--- src/rtl/de_frame.sv ---
// de_frame: UART Rx deframer; registers start/data/parity/stop on recieved_flag.
// Define DE_FRAME_ERR_CHECK_EN to add registered frame_error and parity_error.
module de_frame #(
  parameter bit PARITY_ODD = 1'b0
) (
  input  logic        clock,
  input  logic        reset_n,
  input  logic        recieved_flag,
  input  logic [10:0] data_parll,
  output logic        start_bit,
  output logic [7:0]  raw_data,
  output logic        parity_bit,
  output logic        stop_bit,
  output logic        data_valid
`ifdef DE_FRAME_ERR_CHECK_EN
  ,
  output logic        frame_error,
  output logic        parity_error
`endif
);

  // Idle-mark line level: every field reads as 1 after reset.
  localparam logic [10:0] IDLE = 11'h7FF;

  function automatic logic par_err(input logic [10:0] f);
    return ((^f[8:1]) ^ PARITY_ODD) != f[9];
  endfunction

  logic [10:0] frame_q, frame_d;
  logic        valid_q, valid_d;

  always_comb begin
    frame_d = frame_q;
    valid_d = recieved_flag;
    if (recieved_flag)
      frame_d = data_parll;
  end

  always_ff @(posedge clock) begin
    if (!reset_n) begin
      frame_q <= IDLE;
      valid_q <= 1'b0;
    end else begin
      frame_q <= frame_d;
      valid_q <= valid_d;
    end
  end

  assign start_bit  = frame_q[0];
  assign raw_data   = frame_q[8:1];
  assign parity_bit = frame_q[9];
  assign stop_bit   = frame_q[10];
  assign data_valid = valid_q;

`ifdef DE_FRAME_ERR_CHECK_EN
  logic ferr_q, ferr_d;
  logic perr_q, perr_d;

  always_comb begin
    ferr_d = ferr_q;
    perr_d = perr_q;
    if (recieved_flag) begin
      ferr_d = data_parll[0] | ~data_parll[10];
      perr_d = par_err(data_parll);
    end
  end

  always_ff @(posedge clock) begin
    if (!reset_n) begin
      ferr_q <= 1'b0;
      perr_q <= 1'b0;
    end else begin
      ferr_q <= ferr_d;
      perr_q <= perr_d;
    end
  end

  assign frame_error  = ferr_q;
  assign parity_error = perr_q;
`endif

endmodule

--- config.mk ---
export PLATFORM = sky130hd
export DESIGN_NAME = de_frame
export DESIGN_NICKNAME = d
export VERILOG_FILES = /design/src/rtl/de_frame.sv
export SDC_FILE = /design/constraint.sdc
export NUM_CORES = 1
export LEC_CHECK = 0
export CAP_MARGIN = 20
export CORE_AREA = 2 2 39 41
export CTS_BUF_LIST = sky130_fd_sc_hd__clkbuf_2
export CTS_CLUSTER_DIAMETER = 80
export DETAILED_ROUTE_END_ITERATION = 10
export DIE_AREA = 0 0 41 43
export PLACE_DENSITY = 0.7
export SYNTH_ARGS = -nofsm -noshare
export SYNTH_HDL_FRONTEND = slang
export SYNTH_SLANG_ARGS = --single-unit
--- constraint.sdc ---
create_clock -name clock -period 0.8 [get_ports clock]
set_input_delay 0.16 -clock clock [delete_from_list [all_inputs] [get_ports clock]]
set_output_delay 0.16 -clock clock [all_outputs]
set_load 0.01 [all_outputs]
# --- Word-level counts from Yosys, hierarchy flattened ---
# Cells that the tools add are included.
totals:
  regBits: 12
  out_inout_bits: 12
  wordCells: 2
  inputBits: 14

# --- Depth between registers and ports, before layout ---
# Gate-level depths: netlist of the first run.
depth:
  ltp_word: 0
  ltp_mapped: 3
  ltp_nobuf: 2

# --- Worst setup path before layout of the first run ---
# OpenSTA, ideal clock, no wires.
synth_timing:
  path_kind: "input port to flip-flop"
  from: "input recieved_flag"
  to: "register frame_q[0]"
  setup_time_ns: 0.119
  slack_ns: 0.164
  n_path_buf: 1
  t_arrival_ns: 0.517
  stages: 3
  t_required_ns: 0.681
  cell_sequence: "buf_6 -> mux2i_1 -> nand2_1"
synth_lines:
  columns: ["item", "line", "text"]
  rows:
  - ["from (decl)", "8", "input logic recieved_flag,"]
  - ["to (signal assigned)", "44", "frame_q <= frame_d;"]
  - ["to (decl)", "29", "logic [10:0] frame_q, frame_d;"]

# --- Final worst setup path of the first run ---
layout_timing:
  from: "register frame_q[6]"
  to: "output raw_data[5]"
layout_lines:
  columns: ["item", "line", "text"]
  rows:
  - ["to (decl)", "11", "output logic [7:0] raw_data,"]
# No word-level cell between the ends.

==> metrics, run 1 <==
outcome finished with violations; failing checks negative setup slack; vias in the first global route between 300 and 400; number of synthesized flops with an enable pin 0; post-detailed-route count of antenna-violating nets 0; post-synthesis mux area share 0.265; Worst Tran Pin Value around 130 ps; Clk pin slew, worst setup/hold paths ~110 ps; CP Data Required Time approximately 640 ps; Fill cells around 130; Critical Path AT roughly 700 ps; Fin. Hold Viols 0; FP Rows 14; io pins 26; clock buffer depth 2; worst vdd rail ir drop roughly 870 µV; Simple-Gate Fraction of Synth Area 0.117; initial antenna violation count 0; Max-cap violations 0; largest net degree at the start of global routing 9; Final Max Slew Viols 0; post-DP HPWL 669 µm; CP max FO 2; synthesized instance count 37; synthesis-to-layout area growth 81.6%; Vias per Instance 4.27; final setup fails 12; FF+latch area roughly 250 µm²; Synth Area in Compound Gates 0; Synth cell types 6; post-synth top area share 0.578; area of the multi-input gates ~160 µm²; n_diodes 0; Total GRT Usage 0.108; CP cell instances buf_6; post-synth top area cell dfxtp_1; global-route wire length before repair between 1000 and 1500 µm; ys async rst share 0; DRC 0; Port Buffers 25; Worst Hold Class primary input to flop; Clk Tree Root Cell clkbuf_2; die height roughly 43 µm; Buf/Inv on CP 1; Post-Synth Adder-Cell Area 0; most common flop cell mapped by yosys dfxtp_1; YS warnings 0; die extent in x roughly 41 µm; total power ~1200 µW; Starting Density 0.300; Leakage between 0.0003 and 0.0004 µW; final instance area approximately 750 µm²; fin crit period about 860 ps; mean post-synth cell area roughly 11 µm²; Yosys reg bits 12; delay of the slowest critical-path stage about 340 ps; fmax around 1200 MHz; Worst Skew 0 ps; worst setup margin -58.2 ps; H-tree depth 1; CP top delay family flip-flops; final wirelength a little under 900 µm; placed inst area around 700 µm²; drt wl/cell roughly 10 µm; GP Congestion between 0.6 and 0.7; TritonCTS clock tree yes; type of origin of the critical path flop; Mapped Area a little over 400 µm²; RSZ-0062 raised after global routing yes; main combinational cell family by area after synthesis multiplexers; most frequent cell after synthesis dfxtp_1; Clock Latency Late Sink about 240 ps; max_slew headroom 0.909; CTS Hold Bufs 0; iteration-0 DRC count of the detailed router 1; share of layout cells above drive strength 1 0.464; CP max-delay cell dfxtp_2; TritonRoute pass-1 iters 2; full die area about 0.0018 mm²; fin crit share 1.07; top post-synthesis cells by count dfxtp_1, mux2i_1, nand2_1; clock sink total 12; largest cells by area after synthesis dfxtp_1, mux2i_1, nand2_1, buf_6, and2_2; share of the yosys chip area belonging to registers 0.578; syn nets 51; pwr/cell area between 1500 and 2000 mW/mm²; Layout Nets 84; grt total ovfl 0; Core ar. 0.00138 mm²; xor and xnor area share after synthesis 0; DR vias roughly 360; Finished Core Util 0.545; CTS Buf Count 3; setup TNS -647 ps; WS Path Type flop to output port; CP endpoint kind output port
## timing repair
action,in CTS,in global routing
gates resized for setup,73,0
buffers inserted,0,1
endpoints found under the setup margin,23,12
endpoints found under the hold margin,0,0
## layer usage
metal  GRT usage  vias up  wire length, µm
met4      0.0400        0                0
met5           0        -                0
met2       0.156       16              371
met1       0.138      161              401
li1            -      186                -
met3      0.0471        0              100
## layout by cell type, fill, tap and decap left out
cell type         n
and2_2            1
buf_2             1
buf_4             3
buf_6            13
clkbuf_2          3
clkdlybuf4s50_1  12
clkinv_1          1
dfxtp_1           1
dfxtp_2          11
dlygate4sd2_1     1
mux2i_1          11
nand2_1          11
## power breakdown
group          internal, µW  switching [µW]  total, µW
Sequential              640            22.2        662
Clock                   109             180        289
Combinational           165            80.7        246
## flip-flops by register name, indices dropped and copies added, names as in the netlist
name,count
data_valid,1
frame_q,11
## metrics by stage
| step | setup WS [ps] | hold WS (ps) | cells |
|---|---|---|---|
| 3_3_place_gp | -380 | 451 | 80 |
| 3_5_place_dp | -392 | 461 | 80 |
| 6_report | -58.2 | 455 | 85 |
| 4_1_cts | -72.1 | 450 | 84 |
| 2_1_floorplan | 164 | 222 | 37 |
| 5_1_grt | -109 | 449 | 85 |
## logic make-up after synthesis
family / Yosys count
flip-flops: 12
multiplexers: 11
buffers and inverters: 2
AND/OR/NAND/NOR: 12
## worst paths after layout
path,from,end,slack (ps),cells past startpoint
worst min register to register,frame_q[2],frame_q[2],480,2
worst max register to register,frame_q[9],frame_q[9],70,3
worst min-delay path,recieved_flag,frame_q[0],460,4
worst max-delay path,frame_q[6],raw_data[5],-60,1
## cell type report
type,instances,area share
repair buffers,30,0.401
flip-flops and latches,12,0.337
multi-input cells,23,0.211
well taps,16,0.0265
clock buffers,3,0.0199
clock inverters,1,0.00498
No activity file was read; power rests on OpenSTA's default activity.
==> run 2, diff against run 1 <==
--- a/config.mk
+++ b/config.mk
@@ -12,6 +12,7 @@
 export DETAILED_ROUTE_END_ITERATION = 10
 export DIE_AREA = 0 0 41 43
 export PLACE_DENSITY = 0.7
+export SLEW_MARGIN = 40
 export SYNTH_ARGS = -nofsm -noshare
 export SYNTH_HDL_FRONTEND = slang
 export SYNTH_SLANG_ARGS = --single-unit
==> results of run 2 <==
No change in the layout: final DEF, timing and power equal those of run 1.
